[src/rtl/ref_fetch_pkg.sv]
// Shared types and defaults for the reference row fetcher.
// Holds frame geometry defaults, the FSM state enum and the coordinate type.
package ref_fetch_pkg;

  localparam int PIX_W_D   = 8;
  localparam int ROW_PIX_D = 15;
  localparam int FRAME_W_D = 400;
  localparam int FRAME_H_D = 300;
  localparam int MEM_AW_D  = 17;
  localparam int COORD_W   = 12;

  typedef enum logic [1:0] {
    IDLE,
    ISSUE,
    DRAIN,
    DONE
  } state_e;

  typedef logic signed [COORD_W-1:0] coord_t;

endpackage

[src/rtl/ref_coord_clamp.sv]
// Pixel coordinate to frame address (x, y -> addr, in_frame), combinational.
// REF_PAD_EN: clamp to frame edges, in_frame=1; else range-check only.
module ref_coord_clamp
  import ref_fetch_pkg::*;
#(
  parameter int FRAME_W = FRAME_W_D,
  parameter int FRAME_H = FRAME_H_D,
  parameter int MEM_AW  = MEM_AW_D
) (
  input  coord_t              x,
  input  coord_t              y,
  output logic [MEM_AW-1:0]   addr,
  output logic                in_frame
);

  localparam coord_t XMAX = coord_t'(FRAME_W - 1);
  localparam coord_t YMAX = coord_t'(FRAME_H - 1);

  logic   x_lo, x_hi, y_lo, y_hi;
  coord_t xc, yc;

  assign x_lo = x[COORD_W-1];
  assign y_lo = y[COORD_W-1];
  assign x_hi = x > XMAX;
  assign y_hi = y > YMAX;

  always_comb begin
`ifdef REF_PAD_EN
    xc       = x_lo ? '0 : (x_hi ? XMAX : x);
    yc       = y_lo ? '0 : (y_hi ? YMAX : y);
    in_frame = 1'b1;
`else
    xc       = x;
    yc       = y;
    in_frame = ~(x_lo | x_hi | y_lo | y_hi);
`endif
  end

  // Only meaningful when in_frame; no wrap-around is attempted.
  assign addr = MEM_AW'($unsigned(yc)) * MEM_AW'(FRAME_W)
              + MEM_AW'($unsigned(xc));

endmodule

[src/rtl/ref_row_fetcher.sv]
// Fetches one 15-pixel window row from byte-wide frame memory into in_row.
// Ports: req_* handshake, mem_* read port, in_row/row_valid/row_idx, req_err. Option: REF_PAD_EN.
module ref_row_fetcher
  import ref_fetch_pkg::*;
#(
  parameter int PIX_W   = PIX_W_D,
  parameter int ROW_PIX = ROW_PIX_D,
  parameter int FRAME_W = FRAME_W_D,
  parameter int FRAME_H = FRAME_H_D,
  parameter int MEM_AW  = MEM_AW_D
) (
  input  logic                       clk,
  input  logic                       rst,
  input  logic signed [11:0]         blk_x,
  input  logic signed [11:0]         blk_y,
  input  logic                       req_valid,
  input  logic [7:0]                 req_row,
  output logic                       req_ready,
  output logic                       mem_rd_en,
  output logic [MEM_AW-1:0]          mem_addr,
  input  logic [PIX_W-1:0]           mem_rd_data,
  output logic [PIX_W*ROW_PIX-1:0]   in_row,
  output logic                       row_valid,
  output logic [7:0]                 row_idx,
  output logic                       req_err
);

  localparam int            CW   = $clog2(ROW_PIX);
  localparam logic [CW-1:0] LAST = CW'(ROW_PIX - 1);

  state_e                     state_q, state_d;
  logic [CW-1:0]              col_q, dcol_q;
  logic                       cap_q, rd_q;
  logic                       err_q, row_valid_q;
  logic [7:0]                 row_q, row_idx_q;
  coord_t                     bx_q, by_q, px, py;
  logic [MEM_AW-1:0]          caddr, addr_q;
  logic                       in_frame, req_ok, accept;
  logic [PIX_W*ROW_PIX-1:0]   in_row_q;

  assign req_ok = req_row < 8'(ROW_PIX);
  assign accept = req_ready & req_valid & req_ok;

  assign px = bx_q + coord_t'(col_q);
  assign py = by_q + coord_t'(row_q);

  ref_coord_clamp #(
    .FRAME_W (FRAME_W),
    .FRAME_H (FRAME_H),
    .MEM_AW  (MEM_AW)
  ) u_clamp (
    .x        (px),
    .y        (py),
    .addr     (caddr),
    .in_frame (in_frame)
  );

  always_ff @(posedge clk or negedge rst) begin
    if (!rst) state_q <= IDLE;
    else      state_q <= state_d;
  end

  always_comb begin
    state_d = state_q;
    unique case (state_q)
      IDLE, DONE: if (accept) state_d = ISSUE;
      ISSUE:      if (col_q == LAST) state_d = DRAIN;
      DRAIN:      state_d = DONE;
      default:    state_d = IDLE;
    endcase
  end

  always_comb begin
    req_ready = 1'b0;
    mem_rd_en = 1'b0;
    unique case (state_q)
      IDLE, DONE: req_ready = 1'b1;
      ISSUE:      mem_rd_en = in_frame;
      default:    ;
    endcase
    // Skipped out-of-frame columns leave the bus address parked.
    mem_addr = mem_rd_en ? caddr : addr_q;
  end

  always_ff @(posedge clk or negedge rst) begin
    if (!rst) begin
      col_q       <= '0;
      dcol_q      <= '0;
      cap_q       <= 1'b0;
      rd_q        <= 1'b0;
      err_q       <= 1'b0;
      row_valid_q <= 1'b0;
      row_q       <= '0;
      row_idx_q   <= '0;
      bx_q        <= '0;
      by_q        <= '0;
      addr_q      <= '0;
      in_row_q    <= '0;
    end else begin
      err_q  <= req_ready & req_valid & ~req_ok;
      dcol_q <= col_q;
      cap_q  <= state_q == ISSUE;
      rd_q   <= mem_rd_en;
      if (mem_rd_en) addr_q <= caddr;
      if (state_q == ISSUE) col_q <= col_q + 1'b1;
      if (accept) begin
        row_q       <= req_row;
        bx_q        <= blk_x;
        by_q        <= blk_y;
        col_q       <= '0;
        row_valid_q <= 1'b0;
      end
      // Slot chosen by the delayed column, so skipped reads still land in place.
      if (cap_q)
        in_row_q[dcol_q*PIX_W +: PIX_W] <= rd_q ? mem_rd_data : '0;
      if (state_q == DRAIN) begin
        row_valid_q <= 1'b1;
        row_idx_q   <= row_q;
      end
    end
  end

  assign in_row    = in_row_q;
  assign row_valid = row_valid_q;
  assign row_idx   = row_idx_q;
  assign req_err   = err_q;

endmodule

[config.mk]
export PLATFORM = sky130hd
export DESIGN_NAME = ref_row_fetcher
export DESIGN_NICKNAME = d
export VERILOG_FILES = /design/src/rtl/ref_fetch_pkg.sv /design/src/rtl/ref_coord_clamp.sv /design/src/rtl/ref_row_fetcher.sv
export SDC_FILE = /design/constraint.sdc
export NUM_CORES = 1
export LEC_CHECK = 0
export CORE_UTILIZATION = 40
export CTS_CLUSTER_DIAMETER = 150
export CTS_CLUSTER_SIZE = 16
export DETAILED_ROUTE_END_ITERATION = 16
export PLACE_DENSITY = 0.69
export SLEW_MARGIN = 25
export SYNTH_ARGS = -nofsm -noshare
export SYNTH_HDL_FRONTEND = slang
export SYNTH_SLANG_ARGS = --single-unit
[constraint.sdc]
create_clock -name clk -period 8.9 [get_ports clk]
set_clock_uncertainty 0.2 [all_clocks]
set_input_delay 1.78 -clock clk [delete_from_list [all_inputs] [get_ports clk]]
set_output_delay 1.78 -clock clk [all_outputs]
set_load 0.01 [all_outputs]
# Word level (Yosys, flattened, before mapping)
# Index checks and enable logic that the tools add are counted.
[totals]
register_bits = 191
inputBits = 43
wordCells = 55
[op_classes]
n_addsub = 5
mul = 1
order_cmp = 3
eq_ne = 6
shift = 2
n_mux = 12
n_bitwise = 8
n_reduce_logical = 5
[ops]
columns = ["operator", "n"]
rows = [
  ["$bwmux 120", 1],
  ["$shift 8x34->120 const A", 1],
  ["$shiftx 8x34->120", 1],
  ["$neg 7->34", 1],
  ["$gt 12x10->1 const B", 2],
  ["$add 17x12->17", 1],
  ["$mux 17", 1],
  ["$mul 12x5->13 const B", 1],
  ["$add 12x5->12", 1],
  ["$add 12x9->12", 1],
  ["$lt 8x4->1 const B", 1],
  ["$mux 4", 2],
  ["$mux 8", 1],
  ["$pmux 2 s3", 1],
  ["$add 4x1->4 const B", 1],
  ["$eq 2x2->1 const B", 2],
  ["$eq 4x4->1 const B", 1],
  ["$mux 1", 4],
  ["$mux 2", 2],
  ["$ne 2x2->1 const B", 2],
  ["$reduce_bool 2->1", 2],
  ["$and 1x1->1", 3],
  ["$or 1x1->1", 3],
  ["$eq 2x1->1 const B", 1],
  ["4 further kinds", 5],
]

# Depth between registers and ports, before layout
[logic_depth]
word_depth = 8
depth_mapped = 21
depth_no_buf = 21

# By module
# From an unflattened synthesis, not the netlist that was laid out.
[hier_totals]
cells_unflattened = 913
hier_area_um2 = 9758.1
[modules_own_cells]
columns = ["mod", "instances", "cells_each", "area_per_inst_um2", "seq_area_each_um2"]
rows = [
  ["ref_row_fetcher", 1, 737, 8321.7, 4779.6],
  ["ref_coord_clamp", 1, 176, 1436.4, 0.0],
]

# Least setup slack after synthesis
# Ideal clock, no wire load.
[synth_timing]
path_kind = "register to output"
from = "register row_q[0]"
to = "output port mem_addr[15]"
t_arrival_ns = 4.421
required_time_ns = 6.920
path_slack_ns = 2.499
stages_incl_launch_ff = 20
path_cell_list = "dfrtp_1 -> ha_1 -> fa_1 -> a211oi_1 -> nor2_1 -> o21a_1 -> nor2_1 -> xnor2_1 -> ha_1 -> ha_1 -> inv_1 -> fa_1 -> inv_1 -> ha_1 -> and2_1 -> nor3_1 -> xnor2_1 -> nand4_1 -> xnor2_1 -> mux2_4"
[synth_via]
elab_chain_cells = 6
word_cells_on_any_way = 9
[synth_rtl]
columns = ["element", "line", "source"]
rows = [
  ["start: declaration", "ref_row_fetcher.sv:35", "logic [7:0] row_q, row_idx_q;"],
  ["start signal: assignment", "ref_row_fetcher.sv:107", "row_q <= req_row;"],
  ["$add 12x9->12 *", "ref_row_fetcher.sv:45", "assign py = by_q + coord_t'(row_q);"],
  ["branches (longest 4 deep; another with $add 17x12->17)", "n/a", ""],
  ["$mux 17 *", "ref_row_fetcher.sv:82", "mem_addr = mem_rd_en ? caddr : addr_q;"],
  ["end: declaration", "ref_row_fetcher.sv:20", "output logic [MEM_AW-1:0] mem_addr,"],
]
# Mark *: on every way between the ends.

# Final worst setup path
[layout_timing]
from = "register row_q[0]"
to = "output port mem_addr[16]"
# Same word-level chain as after synthesis.

==> results_dict.tcl <==
set metrics [dict create \
    status "finished, final reports clean" \
    synthTopCellsByArea "dfrtp_1, mux2_2, ha_1" \
    grt_usage_pct 19.3 \
    dieWidth_um 158 \
    synth-edff-count 0 \
    cpMostUsedCell "ha_1" \
    cts_buffers 17 \
    portBuffers 191 \
    grt_pass1_vias 7043 \
    hold_class "reg2reg" \
    period_share_pct 86.2 \
    gp_congestion 0.847 \
    finalSetupViolCount 0 \
    cts_root_buffer "clkbuf_16" \
    met2_usage_pct 33.7 \
    reg2reg_slack_ps 3810 \
    drive_gt1_share_pct 13.4 \
    slew_headroom_pct 38.3 \
    worst_ep_required_time_ps 6920 \
    crit_path_end_kind "primary output" \
    h-tree-depth 4 \
    slowest_delay_ps 490 \
    antenna_found_initial 1 \
    crit_type "reg2out" \
    async_reset_ff_share_pct 100 \
    die_area_um2 25000 \
    ys.flop_type "dfrtp_1" \
    slew_viol_final 0 \
    met1_usage_pct 24.5 \
    ctsResizeCount 0 \
    cts_tree "done" \
    clockBufferDepth 2 \
    antennaDiodeCount 0 \
    dp_hpwl_um 17400 \
    numClockSinks 191 \
    cts_hold_buf 0 \
    rsz0062_at_grt "no" \
    ys_warn_count 0 \
    start_util_pct 41.1 \
    cp_max_fo 4 \
    die_height_um 158 \
    cp.arrival_ps 5690 \
    post-route-util_pct 53.2 \
    synth_top_cell_area_share_pct 49.1 \
    drv_cap 0 \
    postSynthCellCount 895 \
    syn_nets 1004 \
    via_count 7197 \
    ant_nets 0 \
    fin_crit_ps 7670 \
    busiest_layer "met2" \
    nNetsFinal 1186 \
    critPathLaunchType "register" \
    drt_iter0_markers 353 \
    mostFrequentLayoutCells "dfrtp_1, clkdlybuf4s50_1, nand2_1, mux2_2, o21ai_0" \
    ys_ff_latch 191 \
    worstPathCellList "ha_1 -> fa_1 -> a21o_1 -> a211oi_1 -> nor2_1 -> ha_1 -> ha_1 -> inv_1 -> fa_1 -> inv_1 -> ha_1 -> a21oi_1 -> nand2_1 -> xnor2_1 -> o211a_1 -> nand3_1 -> xnor2_1 -> mux2_2 -> clkdlybuf4s50_1" \
    mostFrequentLayoutCell "dfrtp_1" \
    ios 192 \
    worst_slack_ps 1230 \
    slowest_stage "fa_1" \
    grt_max_degree 120 \
    area_growth_syn_to_layout_pct 29.4 \
    worst_slew_pin_slew_ps 926 \
    rows 56 \
    ys_seq_area_share_pct 49.1 \
    tns_ps 0 \
    dr.pass1.iters 4 \
    cts_setup_buffers 0 \
    grt_pass1_wl_um 37400 \
    core_area_um2 23700 \
    vias_per_cell 5.11 \
    grt_overflow 0 \
    synth.distinct_cells 63 \
    place_ws_ps 1740 \
    max_freq_ghz 0.130 \
    wl_per_cell_um 16.6 \
    netlist_area_um2 9740 \
    clkLatencyLatePin_ps 440 \
    gr-usage-met3_pct 3.89 \
    syn_avg_cell_area_um2 10.9 \
    clk_pin_slew_ps 80 \
    yosys.area.top_type "dfrtp_1" \
    remaining_drc_errors 0 \
    totalWireLength_um 23500 \
    hold_viol 0 \
]
==> registers in the layout (all words and copies together) (netlist names) <==
register and flops:
in_row 120, state_q 2, dcol_q 4, bx_q 12, row_valid 1, row_q 8, row_idx 8, addr_q 17
cap_q 1, col_q 4, rd_q 1, req_err 1, by_q 12
==> worst paths after layout <==
path | from | to | depth (start not counted)
min | in_row[7] | in_row[7] | 2
max in group asynchronous | rst | by_q[3] | 2
max reg2reg | row_q[0] | addr_q[16] | 18
min reg2reg | in_row[7] | in_row[7] | 2
min in group asynchronous | rst | in_row[87] | 1
max | row_q[0] | mem_addr[16] | 19
==> metrics by stage <==
step	area, um2	hold WS (ps)	instances
3_3_place_gp	12000	263	1377
4_1_cts	12600	285	1409
3_5_place_dp	12000	267	1377
6_report	12600	281	1409
2_1_floorplan	9740	217	895
5_1_grt	12600	306	1409
==> cell usage after synthesis (14+ instances only) <==
| library cell | instances |
|---|---|
| clkbuf_1 | 30 |
| o21ai_0 | 74 |
| nor2_1 | 38 |
| a21oi_1 | 18 |
| nand2_1 | 108 |
| and3_1 | 14 |
| mux2_2 | 94 |
| nand3_1 | 32 |
| dfrtp_1 | 191 |
| xor2_1 | 18 |
| ha_1 | 57 |
| inv_1 | 60 |
| xnor2_1 | 26 |
==> kinds of logic after synthesis <==
group,count (synthesis),synth area share [%]
AND/OR/NAND/NOR,247,12.2
flip-flops,191,49.1
AO/OA/AOI/OAI,150,9.61
multiplexers,105,12.4
buffers and inverters,92,3.63
adder cells (fa/ha/maj),66,9.17
XOR/XNOR,44,3.96
==> critical path: cells and delay by family (launching register included) <==
family	cells	cell delay, ps
xor+xnor	2	470
fa+ha+maj	6	2070
flops	1	400
buf+inv	3	570
mux	1	270
compound gates	4	1090
simple gates	3	380
==> area by class of cell <==
type,instances,area (um2)
flip-flops and latches,191,4780
multi-input cells,612,4610
well taps,319,399
fillers,2179,11100
clock buffers,17,425
inverters,60,225
clock inverters,15,220
repair buffers,195,1950
==> per-layer routing <==
metal / share of wire [%] / wire (um) / up-vias
li1: - / - / 3480
met3: 6.0 / 1410 / 24
met1: 44 / 10300 / 3493
met4: 1.1 / 261 / 2
met5: 0.055 / 13 / -
met2: 49 / 11500 / 198
Power is not shown: default switching activity piles up to over one toggle a cycle in this logic, so the estimate is an artifact.
